<file path="src/rtl/rf_sched_pkg.sv">
// rtl/rf_sched_pkg.sv - shared constants and types for the register-file write scheduler
package rf_sched_pkg;
  localparam int DEF_DATA_W = 32;
  localparam int DEF_ADDR_W = 5;
  localparam int DEF_NREG   = 32;
  localparam int ZERO_REG   = 0;

  typedef enum logic {
    REQ_ALU = 1'b0,
    REQ_MEM = 1'b1
  } req_id_e;

  typedef struct packed {
    logic                  valid;
    logic [DEF_ADDR_W-1:0] addr;
    logic [DEF_DATA_W-1:0] data;
  } slot_t;
endpackage

</file>
<file path="src/rtl/rf_hold_slot.sv">
// rtl/rf_hold_slot.sv - one-entry write holding slot with skid-through ready and r0 drop
module rf_hold_slot
  import rf_sched_pkg::*;
#(
  parameter int DATA_W = DEF_DATA_W,
  parameter int ADDR_W = DEF_ADDR_W
) (
  input  logic              clk,
  input  logic              rst_n,
  input  logic              i_valid,
  input  logic [ADDR_W-1:0] i_addr,
  input  logic [DATA_W-1:0] i_data,
  input  logic              i_issue,
  output logic              o_ready,
  output logic              o_load,
  output logic              o_valid,
  output logic [ADDR_W-1:0] o_addr,
  output logic [DATA_W-1:0] o_data
);
  logic              r_valid;
  logic [ADDR_W-1:0] r_addr;
  logic [DATA_W-1:0] r_data;

  // Ready while issuing lets a steady requester refill every cycle.
  assign o_ready = rst_n & (~r_valid | i_issue);
  assign o_load  = i_valid & o_ready & (i_addr != ADDR_W'(ZERO_REG));
  assign o_valid = r_valid;
  assign o_addr  = r_addr;
  assign o_data  = r_data;

  always_ff @(posedge clk or negedge rst_n) begin
    if (!rst_n) begin
      r_valid <= 1'b0;
      r_addr  <= '0;
      r_data  <= '0;
    end else if (o_load) begin
      r_valid <= 1'b1;
      r_addr  <= i_addr;
      r_data  <= i_data;
    end else if (i_issue) begin
      r_valid <= 1'b0;
    end
  end
endmodule

</file>
<file path="src/rtl/rf_write_scheduler.sv">
// rtl/rf_write_scheduler.sv - arbitrates ALU and load writebacks onto the single RF write port
module rf_write_scheduler
  import rf_sched_pkg::*;
#(
  parameter int DATA_W = DEF_DATA_W,
  parameter int ADDR_W = DEF_ADDR_W,
  parameter int NREG   = DEF_NREG
) (
  input  logic              clk,
  input  logic              rst_n,
  input  logic              alu_valid,
  output logic              alu_ready,
  input  logic [ADDR_W-1:0] alu_addr,
  input  logic [DATA_W-1:0] alu_data,
  input  logic              mem_valid,
  output logic              mem_ready,
  input  logic [ADDR_W-1:0] mem_addr,
  input  logic [DATA_W-1:0] mem_data,
  output logic              rf_we,
  output logic [ADDR_W-1:0] rf_waddr,
  output logic [DATA_W-1:0] rf_wdata,
  input  logic [ADDR_W-1:0] rd_addr1,
  input  logic [ADDR_W-1:0] rd_addr2,
  output logic              rd_hazard1,
  output logic              rd_hazard2,
  output logic [NREG-1:0]   busy
);
  logic              w_alu_v, w_mem_v, w_alu_load, w_mem_load;
  logic [ADDR_W-1:0] w_alu_a, w_mem_a;
  logic [DATA_W-1:0] w_alu_d, w_mem_d;
  logic              w_alu_issue, w_mem_issue, w_rr;
  logic              r_alu_older;
  req_id_e           r_last_grant;
  logic              r_we;
  logic [ADDR_W-1:0] r_waddr;
  logic [DATA_W-1:0] r_wdata;

  rf_hold_slot #(.DATA_W(DATA_W), .ADDR_W(ADDR_W)) u_alu_slot (
    .clk(clk), .rst_n(rst_n), .i_valid(alu_valid), .i_addr(alu_addr), .i_data(alu_data),
    .i_issue(w_alu_issue), .o_ready(alu_ready), .o_load(w_alu_load),
    .o_valid(w_alu_v), .o_addr(w_alu_a), .o_data(w_alu_d)
  );

  rf_hold_slot #(.DATA_W(DATA_W), .ADDR_W(ADDR_W)) u_mem_slot (
    .clk(clk), .rst_n(rst_n), .i_valid(mem_valid), .i_addr(mem_addr), .i_data(mem_data),
    .i_issue(w_mem_issue), .o_ready(mem_ready), .o_load(w_mem_load),
    .o_valid(w_mem_v), .o_addr(w_mem_a), .o_data(w_mem_d)
  );

  // Same-register writes bypass round-robin so the older one commits first.
  always_comb begin
    w_alu_issue = 1'b0;
    w_mem_issue = 1'b0;
    w_rr        = 1'b0;
    if (w_alu_v && !w_mem_v) begin
      w_alu_issue = 1'b1;
    end else if (w_mem_v && !w_alu_v) begin
      w_mem_issue = 1'b1;
    end else if (w_alu_v && w_mem_v) begin
      if (w_alu_a == w_mem_a) begin
        w_alu_issue = r_alu_older;
        w_mem_issue = ~r_alu_older;
      end else begin
        w_rr        = 1'b1;
        w_alu_issue = (r_last_grant == REQ_MEM);
        w_mem_issue = (r_last_grant == REQ_ALU);
      end
    end
  end

  always_ff @(posedge clk or negedge rst_n) begin
    if (!rst_n) begin
      r_last_grant <= REQ_MEM;
      r_alu_older  <= 1'b0;
      r_we         <= 1'b0;
      r_waddr      <= '0;
      r_wdata      <= '0;
    end else begin
      if (w_rr) r_last_grant <= w_alu_issue ? REQ_ALU : REQ_MEM;
      // A fresh load is younger than whatever stays in the other slot.
      if (w_alu_load && w_mem_load) r_alu_older <= 1'b1;
      else if (w_alu_load)          r_alu_older <= 1'b0;
      else if (w_mem_load)          r_alu_older <= 1'b1;
      if (w_alu_issue) begin
        r_we    <= 1'b1;
        r_waddr <= w_alu_a;
        r_wdata <= w_alu_d;
      end else if (w_mem_issue) begin
        r_we    <= 1'b1;
        r_waddr <= w_mem_a;
        r_wdata <= w_mem_d;
      end else begin
        r_we    <= 1'b0;
      end
    end
  end

  assign rf_we    = r_we;
  assign rf_waddr = r_waddr;
  assign rf_wdata = r_wdata;

  always_comb begin
    busy = '0;
    for (int r = 1; r < NREG; r++) begin
      busy[r] = (w_alu_v && (w_alu_a == ADDR_W'(r))) ||
                (w_mem_v && (w_mem_a == ADDR_W'(r))) ||
                (r_we    && (r_waddr == ADDR_W'(r)));
    end
  end

  assign rd_hazard1 = busy[rd_addr1];
  assign rd_hazard2 = busy[rd_addr2];
endmodule

</file>
<file path="config.mk">
export PLATFORM = sky130hd
export DESIGN_NAME = rf_write_scheduler
export DESIGN_NICKNAME = d
export VERILOG_FILES = /design/src/rtl/rf_sched_pkg.sv /design/src/rtl/rf_hold_slot.sv /design/src/rtl/rf_write_scheduler.sv
export SDC_FILE = /design/constraint.sdc
export NUM_CORES = 1
export LEC_CHECK = 0
export BUFFER_PORTS_ARGS = -buffer_cell sky130_fd_sc_hd__buf_4
export CAP_MARGIN = 40
export CORE_ASPECT_RATIO = 0.8
export CORE_UTILIZATION = 58
export DETAILED_ROUTE_END_ITERATION = 7
export GPL_ROUTABILITY_DRIVEN = 1
export PLACE_DENSITY = 0.85
export SLEW_MARGIN = 5
export SYNTH_ARGS = -nofsm -noshare
export SYNTH_HDL_FRONTEND = slang
export SYNTH_SLANG_ARGS = --single-unit
</file>
<file path="constraint.sdc">
create_clock -name clk -period 3.9 [get_ports clk]
set_clock_uncertainty 0.05 [all_clocks]
set_input_delay 0.78 -clock clk [delete_from_list [all_inputs] [get_ports clk]]
set_output_delay 0.78 -clock clk [all_outputs]
set_load 0.005 [all_outputs]
</file>
==> run metrics, run 1 <==
total CTS buffers 17; pin count of the biggest net entering global routing 52; Syn Area/Cell 10.68 um^2; Tcrit/Tclk final 96.60%; cell row count 34; DIE AREA approximately 12000 um^2; Max VDD drop 0.0004304 V; total gr overflow 0; CTS Buffer Depth 2; Peak Freq approximately 270 MHz; post_cts resized 0; global-route wire length before repair 33480 um; CP required 3.07 ns; antenna-violating nets left 0; post-synthesis sequential area ratio about 44%; CTS sink count 116; Area after DPL 7879 um^2; antenna fix cells 0; Post-synth EDFFs 0; PortBufs 160; Die Y 97.02 um; core area 10930 um^2; Slowest cell on crit path or4b_2; R2R setup slack around 1.0 ns; post-synthesis compound-gate area fraction between 10% and 20%; setup TNS 0 ns; met1 WL around 8500 um; PD cells 605.2 nW/um^2; post-synth cell types 62; CTS tree done; count of warnings emitted by yosys 0; Mapped Cells 613; Root Buffer clkbuf_16; Main synth FF type dfrtp_1; RSZ-0062 raised after global routing no; CP top delay family compound AO/OA/AOI/OAI gates; Initial Utilization 59.86%; placed cells 886; Tot Pwr 5145 uW; Via density 6.633; Fillers 673; Syn Std Cell Area about 6500 um^2; Synth top cells by count 115 x dfrtp_1, 67 x nor2_1, 58 x mux2_2; most common cell in the synthesized netlist dfrtp_1; Leak Pwr 0.003893 uW; vias in the first global route 6082; initial antenna violation count 0; share of cells above drive strength 1 around two fifths; final hold viol count 0; synthesized net count 701; Clock transition at path regs 0.06 ns; dpl hpwl 14450 um; wire per inst 23.49 um; Area contributors post-synth dfrtp_1 44%, mux2_2 10%, a221o_1 5.7%, mux2i_1 5.7%, nor2_1 3.8%; worst-skew pair later-pin latency 0.41 ns; die width 120.8 um; setup violators final 0; GR Util All Layers between 30% and 40%; post-route minimum period 3.768 ns; Worst-Margin Slew 0.7061 ns; slew margin rel. 52.93%; total number of vias 6089; Routed WL 21570 um; multiplexer share of the synthesized area 19.14%; fin. max-slew vios 0; ys async rst share 100.0%; Crit Path Max Fanout 9; XOR/XNOR share of the synthesized area less than 1%; WL met3 2565 um; CP max stage delay 0.67 ns; CP Buf/Inv Count 1; largest family of logic cells by synthesized area multiplexers; Yosys top cell area share between 40% and 50%; Detail Route met2 WL 10020 um; nets@finish ~850; Clock H-tree levels 4; status finished, final reports clean; design area ~8500 um^2; CP most frequent cell o211ai_1; post-synthesis simple-gate area fraction around 13%; Post-CTS Setup Inserts 0; Max Cap Viol 0; synthesized flop and latch total 116; cell breakdown of the critical path or4b_2 > o32ai_1 > a21oi_1 > a221oi_1 > o211ai_1 > o211ai_1 > buf_4; critical path startpoint category flip-flop; area leader, netlist dfrtp_1; drt first-iter violations 882; DRC errors left 0; Syn-to-layout area delta 29.88%; drt first pass iters 7; worst min path class input pin to asynchronous set/reset pin; Ports 162; Arrival @ worst endpoint 2.94 ns; Worst Setup End Kind output pin; adder and majority gate portion of the synthesized area 0%; top sig layer met4; Finished Layout Cells 918; CP Class flip-flop to output pin; cts hold-fix bufs 0; gp weighted congestion 1.105
[layer usage]
metal | up-vias | global-route usage [%]
met5 | - | 0
met4 | 0 | 11.49
li1 | 2618 | -
met3 | 60 | 12.62
met2 | 430 | 57.87
met1 | 2981 | 50.73
[worst register-to-register path, stage by stage (launching register included)]
cell,delay [ns]
dfrtp_1,0.55
xor2_1,0.25
nor3_2,0.30
nand3_1,0.26
a41oi_2,0.43
o211ai_4,0.30
buf_12,0.27
mux2_4,0.33
[registers in the layout, indices dropped and copies added, names as in the netlist]
signal	flops
r_alu_older	1
r_last_grant	1
rf_waddr	5
rf_wdata	32
rf_we	1
u_alu_slot.o_addr	5
u_alu_slot.o_data	32
u_alu_slot.o_valid	1
u_mem_slot.o_addr	5
u_mem_slot.o_data	32
u_mem_slot.o_valid	1
[cells in the final DEF (no fill, tap or decap), types with 17 or more instances in the layout]
master     Yosys  routed
nand2_1       25      25
inv_1         25      25
nor2_1        67      67
dfrtp_1      115     114
a221o_1       37      37
buf_4          1     173
clkbuf_16      0      17
mux2i_1       37      37
mux2_2        58      58
o22ai_1       29      29
[final cells by class]
class                      count  area, um^2  area share (%)
sequential                   116        2905           34.18
tap                          144       180.2           2.120
clock inverter                11       151.4           1.781
multi-input combinational    426        3353           39.45
timing repair buffer         175        1346           15.84
clock buffer                  21       470.5           5.534
inverter                      25       93.84           1.104
[cell families after synthesis]
| group | count (synthesis) |
|---|---|
| AOI/OAI and AO/OA | 145 |
| muxes | 111 |
| other | 1 |
| DFF | 116 |
| and+or+nand+nor | 163 |
| buffers and inverters | 71 |
| xor gates and xnor gates | 6 |
[stage by stage]
| step | worst slack, ns | hold WS (ns) | utilization (%) |
|---|---|---|---|
| after floorplan | 1.136 | 0.3989 | - |
| after global placement | 0.5669 | 0.4192 | 71.81 |
| after detailed placement | 0.5643 | 0.4158 | 72.06 |
| after CTS | 0.2129 | 0.4324 | 77.75 |
| after global routing | 0.06714 | 0.4502 | 77.75 |
| final | 0.1325 | 0.4295 | 77.75 |
[final timing paths]
check | from | endpoint | cells after the start
min reg2reg | r_alu_older | r_alu_older | 1
min in group clk | r_alu_older | r_alu_older | 1
max | rf_we | rd_hazard2 | 7
max reg2reg | u_alu_slot.o_addr[4] | u_alu_slot.o_data[28] | 7
min | rst_n | u_alu_slot.o_data[14] | 2
max in group asynchronous | rst_n | rf_wdata[22] | 4
[report_power, final]
part / switching, uW / internal, uW
clock network: 567 / 1060
registers: 354 / 1540
logic: 785 / 839
(Power assumes the default switching activity.)
==> run 2, diff against run 1 <==
--- a/config.mk
+++ b/config.mk
@@ -8,10 +8,11 @@
 export BUFFER_PORTS_ARGS = -buffer_cell sky130_fd_sc_hd__buf_4
 export CAP_MARGIN = 40
 export CORE_ASPECT_RATIO = 0.8
-export CORE_UTILIZATION = 58
+export CORE_UTILIZATION = 60
+export CTS_BUF_LIST = sky130_fd_sc_hd__clkbuf_4 sky130_fd_sc_hd__clkbuf_8
 export DETAILED_ROUTE_END_ITERATION = 7
 export GPL_ROUTABILITY_DRIVEN = 1
-export PLACE_DENSITY = 0.85
+export PLACE_DENSITY = 0.87
 export SLEW_MARGIN = 5
 export SYNTH_ARGS = -nofsm -noshare
 export SYNTH_HDL_FRONTEND = slang
==> run 2 against run 1 <==
Net effect:
- clock power is 28% lower
- first-iteration DRC count is 2.0% lower
- critical path depth stayed put
- die area is 3.3% lower
- sequential power hardly changed
- power is 9.7% lower
- wire length is 3.5% lower
- cell count is 0.44% lower
- largest power group unchanged
==> run metrics, run 2 (synthesis results as in run 1) <==
Worst Setup End Kind output pin (unchanged); Die Y 95.42 um (was 97.02 um); Worst-Margin Slew 0.6031 ns (was 0.7061 ns); final hold viol count 0 (unchanged); most frequent cells in the layout 174 x buf_4, 113 x dfrtp_1, 67 x nor2_1 (was 173 x buf_4, 114 x dfrtp_1, 67 x nor2_1); CTS tree done (unchanged); gp weighted congestion 1.055 (was 1.105); CTS Buffer Depth 2 (unchanged); total CTS buffers 17 (unchanged); total gr overflow 0 (unchanged); Crit Path Max Fanout 16 (was 9); cell breakdown of the critical path or4b_2 > o22a_1 > o21ai_1 > a311o_1 > o211ai_1 > o211ai_1 > buf_4 (was or4b_2 > o32ai_1 > a21oi_1 > a221oi_1 > o211ai_1 > o211ai_1 > buf_4); worst-skew pair later-pin latency 0.44 ns (was 0.41 ns); routing usage on met3 15.43% (was 12.62%); worst r2r dst u_alu_slot.o_data[17] (was u_alu_slot.o_data[28]); Global Route met2 Usage 56.04% (was 57.87%); worst setup path endpoint rd_hazard2 (unchanged); CP required 3.07 ns (about the same); RSZ-0062 raised after global routing no (unchanged); vias in the first global route 5837 (was 6082); CP max stage delay 0.80 ns (was 0.67 ns); setup violators final 0 (unchanged); reg2reg path depth 8 (was 7); critical path startpoint category flip-flop (unchanged); CP Class flip-flop to output pin (unchanged); Syn-to-layout area delta 26.73% (was 29.88%); drt first pass iters 6 (was 7); most used routing layer met2 (unchanged); Post-CTS Setup Inserts 0 (unchanged); wire per inst 22.78 um (was 23.49 um); Ports 162 (unchanged); R2R setup slack 0.92 ns (was 1.04 ns); PD cells 559.9 nW/um^2 (was 605.2 nW/um^2); Slowest cell on crit path or4b_2 (unchanged); global-route wire length before repair 31930 um (was 33480 um); nets@finish 849 (unchanged); most common cell after layout, fill and taps aside buf_4 (unchanged); FF-to-FF Start u_alu_slot.o_addr[3] (was u_alu_slot.o_addr[4]); Fillers 681 (was 673); slew margin rel. 59.79% (was 52.93%); Finished Layout Cells 914 (was 918); pin count of the biggest net entering global routing 49 (was 52); die width 118.8 um (was 120.8 um); crit path launch u_mem_slot.o_addr[3] (was rf_we); Via density 6.744 (was 6.633); Clock transition at path regs 0.07 ns (was 0.06 ns); dpl hpwl 14750 um (was 14450 um); total number of vias 6164 (was 6089); GR Util All Layers 37.75% (was 37.72%); fin. max-slew vios 0 (unchanged); post-route minimum period 3.784 ns (was 3.768 ns); setup TNS 0 ns (unchanged); initial antenna violation count 0 (unchanged); Clock H-tree levels 4 (unchanged); Initial Utilization 62.65% (was 59.86%); PortBufs 160 (unchanged); CP most frequent cell o211ai_1 (unchanged); drt first-iter violations 864 (was 882); DIE AREA 11330 um^2 (was 11720 um^2); share of cells above drive strength 1 39.02% (was 38.63%); Max VDD drop 0.0003880 V (was 0.0004304 V); antenna fix cells 0 (unchanged); cell row count 33 (was 34); routing usage on met1 51.10% (was 50.73%); Arrival @ worst endpoint 2.95 ns (was 2.94 ns); core area 10450 um^2 (was 10930 um^2); CTS sink count 116 (unchanged); Leak Pwr 0.003810 uW (was 0.003893 uW); Tcrit/Tclk final 97.03% (was 96.60%); Routed WL 20820 um (was 21570 um); Root Buffer clkbuf_8 (was clkbuf_16); Peak Freq 264.3 MHz (was 265.4 MHz); DRC errors left 0 (unchanged); placed cells 882 (was 886); antenna-violating nets left 0 (unchanged); worst min path class input pin to asynchronous set/reset pin (unchanged); Max Cap Viol 0 (unchanged); status finished, final reports clean (unchanged)
==> run 2: cell count changes in the layout (fill, tap and decap cells not counted), sizes merged <==
cell and change:
clkinvlp -2, clkbuf -1, clkinv +3
==> run 2: layout make-up <==
type	instances	area (um^2)	area share (%)
clock buffers	20	269.0	3.243
clock inverters	12	155.1	1.871
inverters	25	93.84	1.131
multi-input cells	426	3361	40.52
flip-flops and latches	116	2907	35.04
well taps	140	175.2	2.112
repair buffers	175	1334	16.08
==> run 2: where the power goes <==
group	total (uW)	leakage, uW	internal (uW)	switching [uW]
Clock	1170	0.000212	672	499
Combinational	1590	0.00223	836	749
Sequential	1890	0.00137	1540	345
==> run 2: worst min-delay path by stage <==
stage,cells after the start,to
after floorplan,1,r_alu_older
after global placement,1,u_mem_slot.o_data[12]
after detailed placement,1,u_mem_slot.o_data[16]
after CTS,2,u_alu_slot.o_data[7]
after global routing,2,rf_wdata[7]
final,2,u_alu_slot.o_data[10]
==> run 2: metal layers <==
layer	part of all wire (%)	routed length, um
met1	41	8552
met2	45	9272
met3	12	2559
met4	2.1	434
met5	0	0
==> run 2: repair_timing <==
action / 4_1_cts / 5_1_grt
endpoints found under the setup margin: 0 / 2
hold buffers: 0 / 0
resized for setup: 0 / 2
==> run 2: worst max-delay path: cells and delay by family, from the launching register on <==
kind,cells,cell delay (ns)
buffers and inverters,1,0.14
flip-flops,1,0.58
AND/OR/NAND/NOR,1,0.80
AO/OA/AOI/OAI,5,1.01
==> run 2: through the flow <==
stage	util [%]	power, uW	cell area, um^2	setup WS (ns)	hold slack, ns
floorplan	-	2679	6545	1.136	0.3989
finish	79.40	4644	8294	0.1157	0.3529
global route	79.40	4849	8294	0.01043	0.3743
global placement	74.99	3349	7834	0.5829	0.4194
CTS	79.31	4610	8285	0.1306	0.3660
detailed placement	75.25	3433	7861	0.6079	0.4307
==> run 3, diff against run 2 <==
--- a/config.mk
+++ b/config.mk
@@ -7,7 +7,7 @@
 export LEC_CHECK = 0
 export BUFFER_PORTS_ARGS = -buffer_cell sky130_fd_sc_hd__buf_4
 export CAP_MARGIN = 40
-export CORE_ASPECT_RATIO = 0.8
+export CORE_ASPECT_RATIO = 0.6
 export CORE_UTILIZATION = 60
 export CTS_BUF_LIST = sky130_fd_sc_hd__clkbuf_4 sky130_fd_sc_hd__clkbuf_8
 export DETAILED_ROUTE_END_ITERATION = 7
==> run 3 against run 2 <==
Net effect:
- fmax grew 0.24%
- register-to-register slack got worse by 0.02 ns
- via count down 0.23%
- cell count fell by 0.33%
- sequential share of layout area up 0.35 points
- sequential power about the same
- first-iteration DRC count fell by 14%
- count of clock-buffer cells in the layout up 4
- combinational power grew 3%
- highest routed layer is now met5
==> run metrics, run 3 (synthesis results as in run 1) <==
Max Cap Viol 0 (unchanged); Root Buffer clkbuf_8 (unchanged); Leak Pwr 0.003784 uW (was 0.003810 uW); setup TNS 0 ns (unchanged); DIE AREA 11340 um^2 (was 11330 um^2); PD cells 554.8 nW/um^2 (was 559.9 nW/um^2); Clock transition at path regs 0.07 ns (about the same); Crit Path Max Fanout 11 (was 16); Via density 6.751 (was 6.744); clock power share 22.5% (was 25.2%); hold slack final 0.4166 ns (was 0.3529 ns); Ports 162 (unchanged); Peak Freq 264.9 MHz (was 264.3 MHz); Initial Utilization 61.77% (was 62.65%); total number of vias 6150 (was 6164); drt first pass iters 5 (was 6); antenna-violating nets left 0 (unchanged); Arrival @ worst endpoint 2.95 ns (about the same); core area 10600 um^2 (was 10450 um^2); initial antenna violation count 0 (unchanged); Area after DPL 7853 um^2 (was 7861 um^2); Fillers 652 (was 681); vias in the first global route 6084 (was 5837); total CTS buffers 17 (unchanged); Clock H-tree levels 4 (unchanged); worst min path class input pin to asynchronous set/reset pin (unchanged); global-route wire length before repair 33910 um (was 31930 um); Final Core Density 77.54% (was 79.40%); most frequent cells in the layout 174 x buf_4, 112 x dfrtp_1, 67 x nor2_1 (was 174 x buf_4, 113 x dfrtp_1, 67 x nor2_1); PortBufs 160 (unchanged); Sw Share 35.48% (was 34.31%); most common cell after layout, fill and taps aside buf_4 (unchanged); status finished, final reports clean (unchanged); critical path startpoint category flip-flop (unchanged); share of cells above drive strength 1 38.99% (was 39.02%); Max VDD drop 0.0003891 V (was 0.0003880 V); part of the power in registers 41.6% (was 40.6%); fin. max-slew vios 0 (unchanged); CP required 3.07 ns (about the same); RSZ-0062 raised after global routing no (unchanged); Die Y 82.90 um (was 95.42 um); Syn-to-layout area delta 25.52% (was 26.73%); Finished Layout Cells 911 (was 914); antenna fix cells 0 (unchanged); gp weighted congestion 0.9822 (was 1.055); worst-skew pair later-pin latency 0.43 ns (was 0.44 ns); R2R setup slack 0.90 ns (was 0.92 ns); cell row count 29 (was 33); die width 136.8 um (was 118.8 um); combinational share of power 35.9% (was 34.1%); CTS sink count 116 (unchanged); sw power 1617 uW (was 1593 uW); CTS tree done (unchanged); CP Class flip-flop to output pin (unchanged); total gr overflow 0 (unchanged); setup violators final 0 (unchanged); final hold viol count 0 (unchanged); slew margin rel. 40.88% (was 59.79%); design area 8215 um^2 (was 8294 um^2); Worst-Margin Slew 0.8867 ns (was 0.6031 ns); post-route minimum period 3.775 ns (was 3.784 ns); Routed WL 22050 um (was 20820 um); DRC errors left 0 (unchanged); GR Util All Layers 40.43% (was 37.75%); drt first-iter violations 742 (was 864); wire per inst 24.20 um (was 22.78 um); pin count of the biggest net entering global routing 73 (was 49); Power Internal 2940 uW (was 3051 uW); nets@finish 849 (unchanged); Worst Setup End Kind output pin (unchanged); placed cells 881 (was 882); dpl hpwl 15550 um (was 14750 um); Tcrit/Tclk final 96.80% (was 97.03%); CTS Buffer Depth 2 (unchanged)
==> run 3: changes by cell type in the layout (fill, tap and decap cells not counted), moves of 2 or more <==
| cell | before | now |
|---|---|---|
| clkinv_4 | 4 | 0 |
| bufinv_16 | 3 | 1 |
| clkinv_2 | 3 | 5 |
| clkinvlp_4 | 2 | 0 |
| clkbuf_4 | 1 | 5 |
==> run 3: cell type report <==
cell class / instances / area [um^2] / share of cell area (%)
Clock buffer: 24 / 299.0 / 3.640
Sequential cell: 116 / 2908 / 35.39
Multi-Input combinational cell: 426 / 3359 / 40.89
Clock inverter: 6 / 55.05 / 0.6701
Tap cell: 139 / 173.9 / 2.117
Inverter: 25 / 93.84 / 1.142
Timing Repair Buffer: 175 / 1326 / 16.14
==> run 3: path summary, 6_finish.rpt <==
| kind | cells past startpoint | startpoint | to |
|---|---|---|---|
| max in group asynchronous | 3 | rst_n | u_alu_slot.o_valid |
| hold / removal | 2 | rst_n | u_mem_slot.o_addr[1] |
| setup reg to reg | 8 | u_mem_slot.o_addr[0] | u_alu_slot.o_data[31] |
| min in group clk | 1 | r_alu_older | r_alu_older |
| hold reg to reg | 1 | r_alu_older | r_alu_older |
| setup / recovery | 7 | u_alu_slot.o_addr[2] | rd_hazard2 |
==> run 3: stage by stage <==
| stage | power (uW) | worst slack, ns |
|---|---|---|
| 2_1_floorplan | 2679 | 1.136 |
| 3_3_place_gp | 3366 | 0.5545 |
| 3_5_place_dp | 3456 | 0.5585 |
| 4_1_cts | 4501 | 0.1642 |
| 5_1_grt | 4749 | 0.02451 |
| 6_report | 4558 | 0.1247 |
==> run 3: routing by layer <==
layer | track usage (%) | vias up | wire length, um
met5 | 6.481 | - | 91
met4 | 11.89 | 2 | 420
met3 | 17.83 | 50 | 3357
met2 | 55.19 | 465 | 9268
met1 | 57.07 | 3020 | 8912
li1 | - | 2613 | -
==> run 3: what timing repair did <==
action / CTS / global route
buffers inserted: 0 / 0
hold buffers: 0 / 0
gates resized for setup: 0 / 3
endpoints found under the setup margin: 0 / 1
==> run 3: power by group through the flow <==
stage          clock network, uW  registers (uW)  logic, uW
2_1_floorplan                  0            1780        903
3_3_place_gp                   0            1840       1530
3_5_place_dp                   0            1880       1580
4_1_cts                     1030            1880       1600
5_1_grt                     1090            1930       1730
6_report                    1030            1900       1630
==> run 3: worst max-delay path, cell delays in order, from the launching register on <==
cell and delay [ns]:
dfrtp_1 0.64, nand2b_1 0.44, nor2_1 0.12, o32ai_1 0.37
o22ai_1 0.11, o311ai_0 0.50, o211ai_1 0.16, buf_4 0.17
